### src/rtl/tc_pkg.sv
// Shared definitions for the tile-compute psum path: FSM encodings and the
// index-width helper also used by the psum cache.
package tc_pkg;

  typedef enum logic [1:0] {
    IDLE     = 2'd0,
    SCAN     = 2'd1,
    GAP_WAIT = 2'd2,
    DRAIN    = 2'd3
  } tc_state_t;

  // Bits needed to index n entries; never less than one bit.
  function automatic int tc_idx_width(input int n);
    int w;
    w = 1;
    while ((1 << w) < n) w++;
    return w;
  endfunction

endpackage

### src/rtl/tc_sparse_emit_1d_if.sv
// Dense-row input handshake plus the sparse write / readback bus toward the
// psum cache.
interface tc_sparse_emit_1d_if #(
  parameter int N       = 16,
  parameter int DW_DATA = 8,
  parameter int DW_POS  = 4
);
  logic                   in_valid;
  logic                   in_ready;
  logic [DW_POS-1:0]      in_row;
  logic [N*DW_DATA-1:0]   in_data;
  logic                   in_last;
  logic [DW_POS-1:0]      row;
  logic [DW_POS-1:0]      col;
  logic [DW_DATA-1:0]     data;
  logic                   input_en;
  logic                   out_en;
  logic                   done;
  logic                   err;

  modport master (
    output in_valid, in_row, in_data, in_last,
    input  in_ready, row, col, data, input_en, out_en, done, err
  );

  modport slave (
    input  in_valid, in_row, in_data, in_last,
    output in_ready, row, col, data, input_en, out_en, done, err
  );
endinterface

### src/rtl/tc_lsb_pick.sv
// Lowest-set-bit priority encoder over an N-bit mask.
module tc_lsb_pick #(
  parameter int N      = 16,
  parameter int DW_POS = 4
) (
  input  logic [N-1:0]      mask,
  output logic [DW_POS-1:0] index,
  output logic              any
);

  // Walk from the top down so the lowest set bit is the last one written.
  always_comb begin
    index = '0;
    any   = 1'b0;
    for (int i = N - 1; i >= 0; i--) begin
      if (mask[i]) begin
        index = DW_POS'(i);
        any   = 1'b1;
      end
    end
  end

endmodule

### src/rtl/tc_sparse_emit_1d.sv
// Turns dense result rows into sparse (row, col, data) cache writes and, after
// the tile's last row, sweeps out_en across every row of the cache.
module tc_sparse_emit_1d #(
  parameter int M       = 16,
  parameter int N       = 16,
  parameter int DW_DATA = 8,
  parameter int DW_POS  = 4,
  parameter int GAP     = 2
) (
  input logic               clk,
  input logic               rst,
  tc_sparse_emit_1d_if.slave bus
);
  import tc_pkg::*;

  localparam int CW = DW_POS + 1;
  localparam int GW = tc_idx_width(GAP);
  localparam logic [CW-1:0] M_LIM    = CW'(M);
  localparam logic [GW-1:0] GAP_LAST = GW'(GAP - 1);

  tc_state_t            state;
  logic [N-1:0]         mask_q;
  logic [N*DW_DATA-1:0] data_q;
  logic [DW_POS-1:0]    row_q;
  logic                 last_q;
  logic [GW-1:0]        gap_cnt;
  logic [CW-1:0]        drain_cnt;

  logic [DW_POS-1:0]    row_r;
  logic [DW_POS-1:0]    col_r;
  logic [DW_DATA-1:0]   data_r;
  logic                 input_en_r;
  logic                 out_en_r;
  logic                 done_r;
  logic                 err_r;

  logic [N-1:0]         in_mask;
  logic                 row_bad;
  logic [DW_POS-1:0]    pick_idx;
  logic                 pick_any;
  logic [DW_DATA-1:0]   pick_data;

  always_comb begin
    in_mask = '0;
    for (int i = 0; i < N; i++) begin
      in_mask[i] = |bus.in_data[i*DW_DATA +: DW_DATA];
    end
  end

  assign row_bad = {1'b0, bus.in_row} >= M_LIM;

  tc_lsb_pick #(
    .N      (N),
    .DW_POS (DW_POS)
  ) u_pick (
    .mask  (mask_q),
    .index (pick_idx),
    .any   (pick_any)
  );

  // Element mux keyed on the picked column; avoids a variable part-select.
  always_comb begin
    pick_data = '0;
    for (int i = 0; i < N; i++) begin
      if (pick_idx == DW_POS'(i)) pick_data = data_q[i*DW_DATA +: DW_DATA];
    end
  end

  // The last GAP_WAIT edge already drives row 0, so the quiet gap between the
  // final write and the first readback is exactly GAP cycles.
  always_ff @(posedge clk or posedge rst) begin
    if (rst) begin
      state      <= IDLE;
      mask_q     <= '0;
      data_q     <= '0;
      row_q      <= '0;
      last_q     <= 1'b0;
      gap_cnt    <= '0;
      drain_cnt  <= '0;
      row_r      <= '0;
      col_r      <= '0;
      data_r     <= '0;
      input_en_r <= 1'b0;
      out_en_r   <= 1'b0;
      done_r     <= 1'b0;
      err_r      <= 1'b0;
    end else begin
      case (state)
        IDLE: begin
          input_en_r <= 1'b0;
          out_en_r   <= 1'b0;
          done_r     <= 1'b0;
          if (bus.in_valid) begin
            data_q <= bus.in_data;
            row_q  <= bus.in_row;
            last_q <= bus.in_last;
            if (row_bad) begin
              mask_q <= '0;
              err_r  <= 1'b1;
            end else begin
              mask_q <= in_mask;
            end
            state <= SCAN;
          end
        end
        SCAN: begin
          if (pick_any) begin
            input_en_r <= 1'b1;
            row_r      <= row_q;
            col_r      <= pick_idx;
            data_r     <= pick_data;
            mask_q     <= mask_q & ~(N'(1) << pick_idx);
          end else begin
            input_en_r <= 1'b0;
            gap_cnt    <= '0;
            drain_cnt  <= '0;
            state      <= last_q ? GAP_WAIT : IDLE;
          end
        end
        GAP_WAIT: begin
          if (gap_cnt == GAP_LAST) begin
            out_en_r  <= 1'b1;
            row_r     <= '0;
            drain_cnt <= CW'(1);
            state     <= DRAIN;
          end else begin
            gap_cnt <= gap_cnt + 1'b1;
          end
        end
        DRAIN: begin
          if (drain_cnt == M_LIM) begin
            out_en_r  <= 1'b0;
            done_r    <= 1'b1;
            drain_cnt <= '0;
            state     <= IDLE;
          end else begin
            out_en_r  <= 1'b1;
            row_r     <= drain_cnt[DW_POS-1:0];
            drain_cnt <= drain_cnt + 1'b1;
          end
        end
        default: state <= IDLE;
      endcase
    end
  end

  assign bus.in_ready = (state == IDLE);
  assign bus.row      = row_r;
  assign bus.col      = col_r;
  assign bus.data     = data_r;
  assign bus.input_en = input_en_r;
  assign bus.out_en   = out_en_r;
  assign bus.done     = done_r;
  assign bus.err      = err_r;

endmodule
### src/flat_wrapper.sv
// flat-port wrapper written by rule: the top's interface ports become plain ports
module tc_sparse_emit_1d_flat import tc_pkg::*;
#(
  parameter int M       = 16,
  parameter int N       = 16,
  parameter int DW_DATA = 8,
  parameter int DW_POS  = 4,
  parameter int GAP     = 2
)
  (clk, rst, bus_in_valid, bus_in_row, bus_in_data, bus_in_last, bus_in_ready, bus_row, bus_col, bus_data, bus_input_en, bus_out_en, bus_done, bus_err);
  tc_sparse_emit_1d_if #(.N(N), .DW_DATA(DW_DATA), .DW_POS(DW_POS)) bus_i ();
  input logic clk;
  input logic rst;
  input wire logic [$bits(bus_i.in_valid)-1:0] bus_in_valid;
  input wire logic [$bits(bus_i.in_row)-1:0] bus_in_row;
  input wire logic [$bits(bus_i.in_data)-1:0] bus_in_data;
  input wire logic [$bits(bus_i.in_last)-1:0] bus_in_last;
  output wire logic [$bits(bus_i.in_ready)-1:0] bus_in_ready;
  output wire logic [$bits(bus_i.row)-1:0] bus_row;
  output wire logic [$bits(bus_i.col)-1:0] bus_col;
  output wire logic [$bits(bus_i.data)-1:0] bus_data;
  output wire logic [$bits(bus_i.input_en)-1:0] bus_input_en;
  output wire logic [$bits(bus_i.out_en)-1:0] bus_out_en;
  output wire logic [$bits(bus_i.done)-1:0] bus_done;
  output wire logic [$bits(bus_i.err)-1:0] bus_err;
  assign bus_i.in_valid = bus_in_valid;
  assign bus_i.in_row = bus_in_row;
  assign bus_i.in_data = bus_in_data;
  assign bus_i.in_last = bus_in_last;
  assign bus_in_ready = bus_i.in_ready;
  assign bus_row = bus_i.row;
  assign bus_col = bus_i.col;
  assign bus_data = bus_i.data;
  assign bus_input_en = bus_i.input_en;
  assign bus_out_en = bus_i.out_en;
  assign bus_done = bus_i.done;
  assign bus_err = bus_i.err;
  tc_sparse_emit_1d #(.M(M), .N(N), .DW_DATA(DW_DATA), .DW_POS(DW_POS), .GAP(GAP)) u_core (.clk(clk), .rst(rst), .bus(bus_i));
endmodule
### config.mk
export PLATFORM = sky130hd
export DESIGN_NAME = tc_sparse_emit_1d_flat
export DESIGN_NICKNAME = d
export VERILOG_FILES = /design/src/rtl/tc_pkg.sv /design/src/rtl/tc_sparse_emit_1d_if.sv /design/src/rtl/tc_lsb_pick.sv /design/src/rtl/tc_sparse_emit_1d.sv /design/src/flat_wrapper.sv
export SDC_FILE = /design/constraint.sdc
export NUM_CORES = 1
export LEC_CHECK = 0
export ABC_AREA = 1
export CAP_MARGIN = 0
export CORE_MARGIN = 2
export CORE_UTILIZATION = 53
export DETAILED_ROUTE_END_ITERATION = 8
export GPL_ROUTABILITY_DRIVEN = 1
export PLACE_DENSITY = 0.8
export SLEW_MARGIN = 5
export SYNTH_ARGS = -nofsm -noshare
export SYNTH_HDL_FRONTEND = slang
export SYNTH_HIERARCHICAL = 1
export SYNTH_SLANG_ARGS = --single-unit
### constraint.sdc
create_clock -name clk -period 6.1 [get_ports clk]
set_input_delay 0.61 -clock clk [delete_from_list [all_inputs] [get_ports clk]]
set_output_delay 0.61 -clock clk [all_outputs]
set_load 0.02 [all_outputs]
==> flow_metrics.tcl <==
set metrics [dict create \
    setup_tns_ns 0 \
    final.period_utilization_pct 52.9 \
    clock_skew_ns 0.0102 \
    holdPathEnd "u_core/data_q[83]" \
    start_util_pct 54.6 \
    status "complete, no violations" \
    viasPerCell 5.41 \
    netlist.top_cell.by_area "dfrtp_1" \
    cp_top_family "simple AND/OR/NAND/NOR gates" \
    syn-num-nets 1248 \
    endpoint_kind "flop" \
    numPortBuffers 155 \
    grt_pass1_wl_um 37800 \
    rsz0062_at_grt "false" \
    dp_hpwl_um 16800 \
    finalPower_mw 5.47 \
    antenna_found_initial 0 \
    htreeDepth 4 \
    cts_buffers 17 \
    post_cts_resized 0 \
    die_y_um 132 \
    path_buf_inv 2 \
    holdBufCountCts 0 \
    drc_errors 0 \
    critPathLaunch "u_core/mask_q[14]" \
    timing.final.crit_period_ns 3.22 \
    path_max_fanout 9 \
    syn_avg_cell_area_um2 7.91 \
    netlist_instances 1105 \
    worstRegToRegCells 25 \
    dp_worst_setup_slack_ns 2.86 \
    diodes 0 \
    synth_seq_cells 176 \
    regToRegEndpoint "u_core/bus.data[7]" \
    num-fill-cells 1319 \
    first_pass_iters 5 \
    clkLatencyLatePin_ns 0.43 \
    slowest_delay_ns 0.60 \
    die_w_um 132 \
    clock_sinks 176 \
    path_class "flop to flop" \
    place_congestion 0.913 \
    yosysSeqAreaShare_pct 50.4 \
    grt_max_degree 114 \
    hold_path_class "flop to flop" \
    synth_top_cell_area_share_pct 50.4 \
    maxSlewHeadroom_pct 20.5 \
    r2r-start "u_core/mask_q[14]" \
    cp_slowest_cell "a21oi_2" \
    drv_slew 0 \
    area_delta_synth_final_pct 26.1 \
    ir_worst_vdd_uv 285 \
    crit_path_frequent_cell "nand2_1" \
    synthesis.area_um2 8740 \
    dieArea_um2 17500 \
    max_freq_mhz 310 \
    required_ns 6.42 \
    hold_viol 0 \
    core_area_um2 16000 \
    vias 7962 \
    antenna_left 0 \
    tightest_slew_ns 1.19 \
    setup_violations 0 \
    arrival_ns 3.54 \
    min_path_cells 2 \
    nets 1387 \
    wl_per_cell_um 15.7 \
    rows 46 \
    p_leak_nw 5.29 \
    yosysWarnings 6 \
    powerDensity_nw_per_um2 497 \
    first_iter_violations 870 \
    setup_slack_ns 2.88 \
    final_common_cell "nand2_1" \
    drive_gt1_share_pct 6.45 \
    synth_area_leaders "dfrtp_1 50%, nand2_1 11%, o21ai_0 8.9%" \
    routed_wl_um 23100 \
    cts_tree "yes" \
    cp-start-kind "flop" \
    cts_setup_buffers 0 \
    cts_root_buf "clkbuf_16" \
    drv_cap 0 \
    r2r_setup_slack_ns 2.88 \
    synth.distinct_cells 38 \
    grt_pass1_vias 7531 \
    track_usage_pct 27.3 \
    min_from "u_core/data_q[83]" \
    cts_buffer_depth 2 \
    pin_count 157 \
    layout_common_cells "251 x nand2_1, 178 x inv_1, 176 x dfrtp_1" \
    path_clk_slew_ns 0.06 \
    grt-ovfl-total 0 \
]
==> tightest hold or removal path, cell delays in order, from the launching register on <==
cell and delay, ns:
dfrtp_1 0.34, nand2_1 0.06, o21ai_0 0.06
==> sequential cells by signal (all words and copies together) (netlist names), named ones only <==
name,count
u_core/bus.col,4
u_core/bus.data,8
u_core/bus.done,1
u_core/bus.input_en,1
u_core/bus.out_en,1
u_core/bus.row,4
u_core/data_q,128
u_core/drain_cnt,5
u_core/gap_cnt,1
u_core/last_q,1
u_core/mask_q,16
u_core/row_q,4
u_core/state,1
==> metal layers <==
layer	routed length (um)	global-route usage, %	share of wire [%]	up-vias
met5	0	0	0	-
met4	469	7.77	2.0	0
met3	1940	7.57	8.4	39
met2	10700	41.9	46	334
met1	10000	38.2	43	3795
li1	-	-	-	3794
==> per-stage QoR <==
stage / std cells / area [um^2] / util (%) / hold slack, ns
global placement: 1441 / 10400 / 65.1 / 0.466
floorplan: 1105 / 8740 / - / 0.442
CTS: 1471 / 11000 / 68.9 / 0.488
finish: 1471 / 11000 / 68.9 / 0.487
detailed placement: 1441 / 10400 / 65.1 / 0.472
global route: 1471 / 11000 / 68.9 / 0.499
==> where the power goes <==
group / leakage [nW] / internal [mW] / switching, mW / total, mW
clock network: 0.296 / 0.692 / 0.453 / 1.14
logic: 2.82 / 0.790 / 1.41 / 2.20
registers: 2.17 / 1.73 / 0.404 / 2.13
==> cells in the mapped netlist, drive strengths merged <==
| cell type | instances |
|---|---|
| buf | 9 |
| a2bb2oi | 1 |
| o22ai | 9 |
| xnor2 | 1 |
| o2111ai | 1 |
| or2 | 11 |
| ha | 7 |
| nor3 | 8 |
| conb | 1 |
| inv | 191 |
| o21ai | 157 |
| clkbuf | 30 |
| nand4 | 54 |
| dfrtp | 176 |
| nand3 | 46 |
| nor4 | 1 |
| nor2 | 100 |
| a21oi | 29 |
| nand2 | 258 |
| a31oi | 6 |
| mux2 | 7 |
| xor2 | 2 |
==> area by class of cell <==
type	instances	area (um^2)	share of cell area, %
clock buffers	20	447	4.05
clock inverters	10	160	1.45
inverters	191	724	6.57
multi-input cells	699	3430	31.2
flip-flops and latches	176	4400	40.0
well taps	216	270	2.45
repair buffers	159	1580	14.4
==> worst max-delay path by stage <==
stage / endpoint / slack (ns) / depth (start not counted)
after detailed placement: u_core/data_q[98] / 2.86 / 4
after floorplan: async pin / 0.72 / 1
final: u_core/bus.data[7] / 2.88 / 25
after global routing: u_core/bus.data[1] / 2.65 / 25
after CTS: u_core/bus.data[7] / 2.93 / 25
after global placement: u_core/data_q[123] / 2.89 / 4
==> cells by family after synthesis <==
group                    count (synthesis)  synth area share (%)
buffers and inverters                  230                  10.5
AND/OR/NAND/NOR                        478                  24.9
adder cells (fa/ha/maj)                  7                  1.00
AO/OA/AOI/OAI                          203                  12.0
other                                    1                0.0429
multiplexers                             7                 0.902
XOR/XNOR                                 3                 0.301
flip-flops                             176                  50.4
Note: power is estimated with default switching activity, not from simulation.
